--- src/rtl/riscv_pkg.sv ---
// Shared definitions for the integer register file.
//   XLEN_DEFAULT : default data width
//   REG_AW()     : address width for a given register count
//   rf_state_t   : register-file lifecycle states (clear engine / normal run)
package riscv_pkg;

  localparam int unsigned XLEN_DEFAULT = 32;

  // Address width for nRegs registers; never less than one bit.
  function automatic int unsigned REG_AW(input int unsigned nRegs);
    return (nRegs < 2) ? 1 : $clog2(nRegs);
  endfunction

  typedef enum logic {
    RF_CLEAR,
    RF_RUN
  } rf_state_t;

endpackage

--- src/rtl/regfile_scoreboard.sv ---
// Per-register busy scoreboard for issue-stage hazard checks.
//   clk, reset         : clock, synchronous active-high reset (clears all bits)
//   enable             : high while the register file is in normal operation
//   we0/waddr0         : ALU writeback, clears busy[waddr0]
//   we1/waddr1         : load writeback, clears busy[waddr1]
//   allocValid/Addr    : issue allocation, sets busy[allocAddr]
//   busy               : scoreboard bits, bit 0 always 0
module regfile_scoreboard
  import riscv_pkg::*;
#(
  parameter int unsigned NREGS = 32,
  localparam int unsigned AW = REG_AW(NREGS)
) (
  input  logic             clk,
  input  logic             reset,
  input  logic             enable,
  input  logic             we0,
  input  logic [AW-1:0]    waddr0,
  input  logic             we1,
  input  logic [AW-1:0]    waddr1,
  input  logic             allocValid,
  input  logic [AW-1:0]    allocAddr,
  output logic [NREGS-1:0] busy
);

  logic [NREGS-1:0] busyQ, busyD;

  always_comb begin
    busyD = busyQ;
    if (enable) begin
      if (we0) busyD[waddr0] = 1'b0;
      if (we1) busyD[waddr1] = 1'b0;
      // Set after the clears: a new producer allocated in the same cycle wins.
      if (allocValid && (allocAddr != '0)) busyD[allocAddr] = 1'b1;
    end
    busyD[0] = 1'b0;
  end

  always_ff @(posedge clk) begin
    if (reset) begin
      busyQ <= '0;
    end else begin
      busyQ <= busyD;
    end
  end

  assign busy = busyQ;

endmodule

--- src/rtl/regfile_mp.sv ---
// Multi-port integer register file with two prioritised write ports, optional
// same-cycle write-to-read bypass, a busy scoreboard and a post-reset clear engine.
//   clk, reset          : clock, synchronous active-high reset (restarts the clear)
//   raddr / rdata       : NREAD combinational read ports, port i at [i*AW] / [i*XLEN]
//   we0/waddr0/wdata0   : ALU writeback port
//   we1/waddr1/wdata1   : load writeback port, wins over port 0 on the same address
//   alloc_valid/addr    : marks a destination busy at issue
//   busy                : scoreboard bits, bit 0 always 0
//   ready               : clear finished, file usable
module regfile_mp
  import riscv_pkg::*;
#(
  parameter int unsigned XLEN   = XLEN_DEFAULT,
  parameter int unsigned NREGS  = 32,
  parameter int unsigned NREAD  = 2,
  parameter bit          BYPASS = 1'b1,
  localparam int unsigned AW    = REG_AW(NREGS)
) (
  input  logic                  clk,
  input  logic                  reset,
  input  logic [NREAD*AW-1:0]   raddr,
  output logic [NREAD*XLEN-1:0] rdata,
  input  logic                  we0,
  input  logic                  we1,
  input  logic [AW-1:0]         waddr0,
  input  logic [AW-1:0]         waddr1,
  input  logic [XLEN-1:0]       wdata0,
  input  logic [XLEN-1:0]       wdata1,
  input  logic                  alloc_valid,
  input  logic [AW-1:0]         alloc_addr,
  output logic [NREGS-1:0]      busy,
  output logic                  ready
);

  localparam logic [AW:0] lastReg  = (AW+1)'(NREGS - 1);
  localparam logic [AW:0] firstReg = (AW+1)'(1);

  rf_state_t   stateQ, stateD;
  // One bit wider than an address so the increment past NREGS-1 cannot alias.
  logic [AW:0] clrCntQ, clrCntD;

  logic running;
  logic clearing;
  logic wrEn0, wrEn1;

  // Entry 0 is never written; reads of address 0 are forced to zero instead.
  logic [XLEN-1:0] mem [NREGS];

  logic [AW-1:0]   rAddr;
  logic [XLEN-1:0] rVal;

  // State register
  always_ff @(posedge clk) begin
    if (reset) begin
      stateQ  <= RF_CLEAR;
      clrCntQ <= firstReg;
    end else begin
      stateQ  <= stateD;
      clrCntQ <= clrCntD;
    end
  end

  // Next-state logic
  always_comb begin
    stateD  = stateQ;
    clrCntD = clrCntQ;
    case (stateQ)
      RF_CLEAR: begin
        clrCntD = clrCntQ + firstReg;
        if (clrCntQ == lastReg) stateD = RF_RUN;
      end
      RF_RUN:  stateD = RF_RUN;
      default: stateD = RF_CLEAR;
    endcase
  end

  // Output logic
  always_comb begin
    running  = (stateQ == RF_RUN);
    clearing = (stateQ == RF_CLEAR);
    ready    = running;
  end

  // Writes to x0 are dropped here so neither the array nor the bypass sees them.
  assign wrEn0 = running && we0 && (waddr0 != '0);
  assign wrEn1 = running && we1 && (waddr1 != '0);

  // Array: port 1 is assigned last so it wins a same-address collision.
  always_ff @(posedge clk) begin
    if (!reset) begin
      if (clearing) begin
        mem[clrCntQ[AW-1:0]] <= '0;
      end else begin
        if (wrEn0) mem[waddr0] <= wdata0;
        if (wrEn1) mem[waddr1] <= wdata1;
      end
    end
  end

  // Read ports with optional same-cycle forwarding.
  always_comb begin
    rdata = '0;
    rAddr = '0;
    rVal  = '0;
    for (int i = 0; i < NREAD; i++) begin
      rAddr = raddr[i*AW +: AW];
      rVal  = mem[rAddr];
      if (BYPASS) begin
        if (wrEn0 && (waddr0 == rAddr)) rVal = wdata0;
        if (wrEn1 && (waddr1 == rAddr)) rVal = wdata1;
      end
      if (!running || (rAddr == '0)) rVal = '0;
      rdata[i*XLEN +: XLEN] = rVal;
    end
  end

  regfile_scoreboard #(
    .NREGS(NREGS)
  ) uScoreboard (
    .clk       (clk),
    .reset     (reset),
    .enable    (running),
    .we0       (we0),
    .waddr0    (waddr0),
    .we1       (we1),
    .waddr1    (waddr1),
    .allocValid(alloc_valid),
    .allocAddr (alloc_addr),
    .busy      (busy)
  );

endmodule

--- config.mk ---
export PLATFORM = sky130hd
export DESIGN_NAME = regfile_mp
export DESIGN_NICKNAME = d
export VERILOG_FILES = /design/src/rtl/riscv_pkg.sv /design/src/rtl/regfile_scoreboard.sv /design/src/rtl/regfile_mp.sv
export SDC_FILE = /design/constraint.sdc
export NUM_CORES = 2
export LEC_CHECK = 0
export CAP_MARGIN = 10
export CORE_UTILIZATION = 60
export DETAILED_ROUTE_END_ITERATION = 16
export PLACE_DENSITY_LB_ADDON = 0.3
export SYNTH_ARGS = -nofsm -noshare
export SYNTH_HDL_FRONTEND = slang
export SYNTH_SLANG_ARGS = --single-unit
--- constraint.sdc ---
create_clock -name clk -period 6.45 [get_ports clk]
set_input_delay 1.6125 -clock clk [delete_from_list [all_inputs] [get_ports clk]]
set_output_delay 1.6125 -clock clk [all_outputs]
set_load 0.1 [all_outputs]
* Yosys cells after proc, flatten, opt, wreduce, memory -nomap -nowiden
Memories as Yosys holds them, arrays and structs flattened. Cells that the tools add are included. Widths: inputs -> output; s select.
Word-level totals: bits in registers 39, bits in latches 0, bits in writable memories 1024, bits in read-only memories 0, input bits 94, output and inout bits 97, word-level logic and storage cells 77, memories kept 1
Memories:
- mem | words 32, bits a word 32, rd ports 2, clocked after Yosys merged registers in 0, write ports 2, line regfile_mp.sv:47 | logic [XLEN-1:0] mem [NREGS];
Operators by class: $add $sub $neg 1, multipliers 0, divide/modulo/power cells 0, order comparisons 6, equality and inequality tests 5, shift operators 0, muxes and demuxes 33, bitwise logic cells 6, reduce and logical (&&, ||, !) cells 21
Operators with widths (number):
- $mux 32 | 12
- $and 32x32->32 | 2
- $not 32->32 | 2
- $or 32x32->32 | 1
- $reduce_or 32->1 | 1
- $eq 5x5->1 | 4
- $lt 5x6->1 const B | 3
- $mux 1 | 16
- $demux 1 s5 | 3
- $ge 5x1->1 const B | 3
- $reduce_bool 5->1 | 3
- $logic_and 1x1->1 | 12
- $logic_not 5->1 | 2
- $add 6x1->6 const B | 1
- $eq 6x5->1 const B | 1
- $mux 5 | 1
- $logic_or 1x1->1 | 2
- $pmux 1 s2 | 1
- $logic_not 1->1 | 1
- $not 1->1 | 1

* Longest topological paths before layout
depth in word-level cells 13, depth in mapped cells 10, depth with buffers taken out 5

* By module
A second synthesis with hierarchy kept.
Second synthesis, totals: cells, all modules 5912, area, all modules 62067.0 um^2
By module, submodules not included:
- regfile_mp | instances 1, cells an instance 5692, area an instance 60170.2 um^2, sequential area each 30889.6 um^2
- regfile_scoreboard | instances 1, cells an instance 220, area an instance 1896.8 um^2, sequential area each 620.6 um^2

* Least setup slack after synthesis
OpenSTA, ideal clock, no wires.
path kind in2out, from input port waddr1[4], to output port rdata[32], data arrival time 5.127 ns, data required time 4.838 ns, path slack -0.289 ns, stages on the path 8, path buffers 3, path through buf_2 -> or3_1 -> buf_2 -> o311ai_2 -> o31a_1 -> nand2b_1 -> clkbuf_1 -> o21ai_0
On the way: word-level cells in the longest chain between the ends 5, elaborated cells on any way between the ends 6, classes of those cells eq/ne: 1; mux: 2; reduce/logical: 3
Ends and longest elaborated chain:
- start, declared | line regfile_mp.sv:26 | input logic [AW-1:0] waddr1,
- $reduce_bool 5->1 | line regfile_mp.sv:86 | assign wrEn1 = running && we1 && (waddr1 != '0);
- $logic_and 1x1->1 | line regfile_mp.sv:86
- $logic_and 1x1->1 * | line regfile_mp.sv:110 | if (wrEn1 && (waddr1 == rAddr)) rVal = wdata1;
- $mux 32 * | line regfile_mp.sv:110
- $mux 32 * | line regfile_mp.sv:112 | if (!running || (rAddr == '0)) rVal = '0;
- end, declared | line regfile_mp.sv:22 | output logic [NREAD*XLEN-1:0] rdata,
Mark *: on every way between the ends. The rest lies on a longest branch, timed or not.

* Final worst setup path
from input port raddr[8], to output port rdata[38]
On the way: word-level cells in the longest chain between the ends 5, elaborated cells on any way between the ends 10, classes of those cells eq/ne: 2; mux: 3; reduce/logical: 4; memory: 1
Ends and longest elaborated chain:
- start, declared | line regfile_mp.sv:21 | input logic [NREAD*AW-1:0] raddr,
- branches (longest 4 deep; another with $mem_v2 32x32)
- $mux 32 * | line regfile_mp.sv:112
Mark *: on every way between the ends.

==> results by group <==
Outcome
  – Outcome: completed

Placed design
  – RePlAce Congestion: 0.9720
  – Place WS: 0.1990 ns
  – Input/output buffers: 189
  – Dpl hpwl: 133700 microns

Power and ir drop
  – Leakage power: 21.91 nW
  – Proportion of power drawn by combinational gates: 0.093
  – Switching Power: 3.706 mW
  – Seq pwr share: 0.500
  – Pwr per Cell Area: 216.8 nW/um^2
  – Switching Fraction: 0.2449
  – Tot Pwr: 15.13 mW
  – Internal: 11.43 mW
  – VDD IR-drop max: 0.2296 mV
  – Power share of the clock group: 0.407

Yosys
  – Mapped Cells: 5713
  – Number of flops mapped to enable cells by yosys: 1024
  – Count of different cell masters after synthesis: 63
  – Asr flop ratio synth: 0
  – Synthesized net count: 5808
  – Sequential area share after synthesis: 0.5086
  – Mapped Area: 61950 sq um
  – Number of synthesized register bits: 1062
  – Syn_area_per_cell: 10.84 sq um
  – Yosys warns: 0
  – Synth Flop Type: edfxtp_1

Global routing
  – Gr usage total: 0.4275
  – First-pass GRT wire length: 323200 microns
  – Vias in the first global route: 49480
  – Largest net degree at the start of global routing: 66
  – Initial antenna violation count: 7
  – GR Overflow Total: 0

Setup path
  – Crit Path Max Fanout: 13
  – Worst flop-to-flop path endpoint: mem[0][30]
  – R2R setup slack: 2.19 ns
  – Reg2reg start: ready
  – Crit path kind: input pin to output port
  – Worst Setup End Kind: output port
  – Worst EP arrival: 4.79 ns
  – Reg2reg path depth: 6
  – Critical Path RT: 4.84 ns
  – Worst Setup Start Kind: input pin

Route
  – Vias: 51360
  – DRC Markers: 0
  – DR pass1 iterations: 10
  – Post-DRT Antenna Nets: 0
  – Wire per inst: 32.15 microns
  – Vias per cell: 7.324
  – WL final: 225400 microns
  – Initial DRC Count: 9516

CTS
  – CTS tree: built
  – Hold_buf cts: 0
  – Post-CTS Setup Bufs: 0
  – Later-pin clock latency in the skew report: 0.74 ns
  – Reg clk slew, reported paths: 0.06 ns
  – Root buffer cell: clkbuf_16
  – Clock tree sinks: 1062
  – Clock Path Buffers: 3
  – CTS H-tree depth: 3
  – TritonCTS Buffers: 112
  – # resized after CTS: 0

Floorplanning
  – Initial Utilization: 0.6072
  – Die Wd: 323.3 microns
  – Die H: 323.3 microns
  – # rows: 117
  – Die area: 104500 sq um
  – Number of I/O pins: 191
  – Core region area: 102000 sq um

Timing
  – Worst slew pin tran: 1.373 ns
  – Relative slew slack: 0.08198
  – Clock skew: 0.03439 ns
  – Final Max Slew Viols: 0
  – RSZ-0062 raised after global routing: false
  – Final hold vios: 0
  – Final Hold Slack: 0.4768 ns
  – Final min period: 6.403 ns
  – Final setup vio count: 0
  – Fmax: 156.2 MHz
  – Final worst slack: 0.04698 ns
  – Period utilization: 0.9927

Cells and area
  – Util after Layout: 0.6843
  – P&R area growth vs syn: 12.71%
  – Commonest non-fill, non-tap cell in the layout: nand2_1
  – Nets: 5644
  – Share of cells above drive strength 1: 0.1968
  – Most frequent cells in the layout: nand2_1, edfxtp_1, o21ai_0, mux2i_1, mux4_2

Min path
  – WHS Endpoint: uScoreboard.busy[31]
  – Worst hold stages: 2
  – Hold path start: uScoreboard.busy[31]
  – HP Class: flip-flop to flip-flop

Flow run
  – # Max-Cap Violations: 0
-- state kept, by name (all words and copies together), names as in the netlist --
| register | flops |
|---|---|
| ready | 1 |
| uScoreboard.busy | 31 |
| mem | 1024 |
| clrCntQ | 6 |
-- critical path, cell delays in order --
cell	delay [ns]
clkdlybuf4s50_1	0.86
nand4b_1	0.28
buf_4	0.29
o22ai_1	0.14
or4_1	0.60
nor3_1	0.55
o21ai_1	0.21
buf_12	0.21
-- cells in the mapped netlist (all sizes together), types with 14 or more instances --
master | n | share of area
a22oi | 36 | 0.0044
o211ai | 31 | 0.0062
a32oi | 31 | 0.0044
clkbuf | 506 | 0.031
inv | 39 | 0.0024
o31ai | 32 | 0.0039
a21oi | 38 | 0.0031
o21ai | 1028 | 0.083
o21bai | 24 | 0.0029
o22ai | 258 | 0.026
mux4 | 259 | 0.094
mux2 | 257 | 0.047
nand2 | 1103 | 0.067
buf | 209 | 0.017
a211oi | 33 | 0.0040
a22o | 33 | 0.0047
mux2i | 323 | 0.052
or4 | 32 | 0.0039
o221ai | 29 | 0.0041
nor3 | 65 | 0.0053
edfxtp | 1024 | 0.50
xnor2 | 14 | 0.0020
nand3 | 40 | 0.0032
nor2 | 129 | 0.0079
dfxtp | 38 | 0.012
-- cell type report --
class	instances	area (sq um)
multi-input combinational	3897	28000
tap	1368	1712
timing repair buffer	437	5077
sequential	1062	31510
fill	7107	32210
inverter	39	146.4
antenna	4	10.01
clock inverter	57	384.1
clock buffer	148	2989
-- power by group through the flow --
stage | Combinational [mW] | Sequential, mW | Clock, mW
after global routing | 1.43 | 7.57 | 6.39
after global placement | 1.33 | 7.70 | 0
after CTS | 1.35 | 7.56 | 6.12
final | 1.41 | 7.56 | 6.16
after detailed placement | 1.34 | 7.71 | 0
after floorplan | 0.821 | 7.69 | 0
-- cells by family (layout without fill, tap and decap cells) --
| family | count (synthesis) | after routing | synth area share |
|---|---|---|---|
| simple gates | 1452 | 1452 | 0.09711 |
| xor+xnor | 23 | 23 | 0.003252 |
| compound gates | 1581 | 1581 | 0.1479 |
| fa+ha+maj | 1 | 1 | 0.0002019 |
| flops | 1062 | 1062 | 0.5086 |
| buf+inv | 754 | 681 | 0.04974 |
| mux | 839 | 839 | 0.1931 |
| other cells | 1 | 5 | 0.00006053 |
-- worst max path at each step --
stage,to,slack [ns],from,cells past startpoint
after floorplan,rdata[43],-0.28,waddr1[4],8
after global placement,rdata[46],0.27,raddr[8],8
after detailed placement,rdata[46],0.20,raddr[9],8
after CTS,rdata[46],0.21,raddr[8],8
after global routing,rdata[32],0.08,raddr[9],8
final,rdata[38],0.05,raddr[8],8
-- metrics by stage --
| step | area [sq um] | instances | setup TNS [ns] |
|---|---|---|---|
| 2_1_floorplan | 61960 | 5713 | -3.234 |
| 3_3_place_gp | 66400 | 6801 | 0 |
| 3_5_place_dp | 66440 | 6803 | 0 |
| 4_1_cts | 69820 | 7008 | 0 |
| 5_1_grt | 69820 | 7008 | 0 |
| 6_report | 69830 | 7012 | 0 |
-- routing by layer --
| layer | vias up | wire, microns | global-route usage |
|---|---|---|---|
| met5 | - | 43 | 0 |
| met2 | 4903 | 97730 | 0.6340 |
| met4 | 6 | 19300 | 0.3116 |
| met3 | 1206 | 37120 | 0.1340 |
| li1 | 21050 | - | - |
| met1 | 24190 | 71230 | 0.5292 |
No activity file was read; power rests on OpenSTA's default activity.
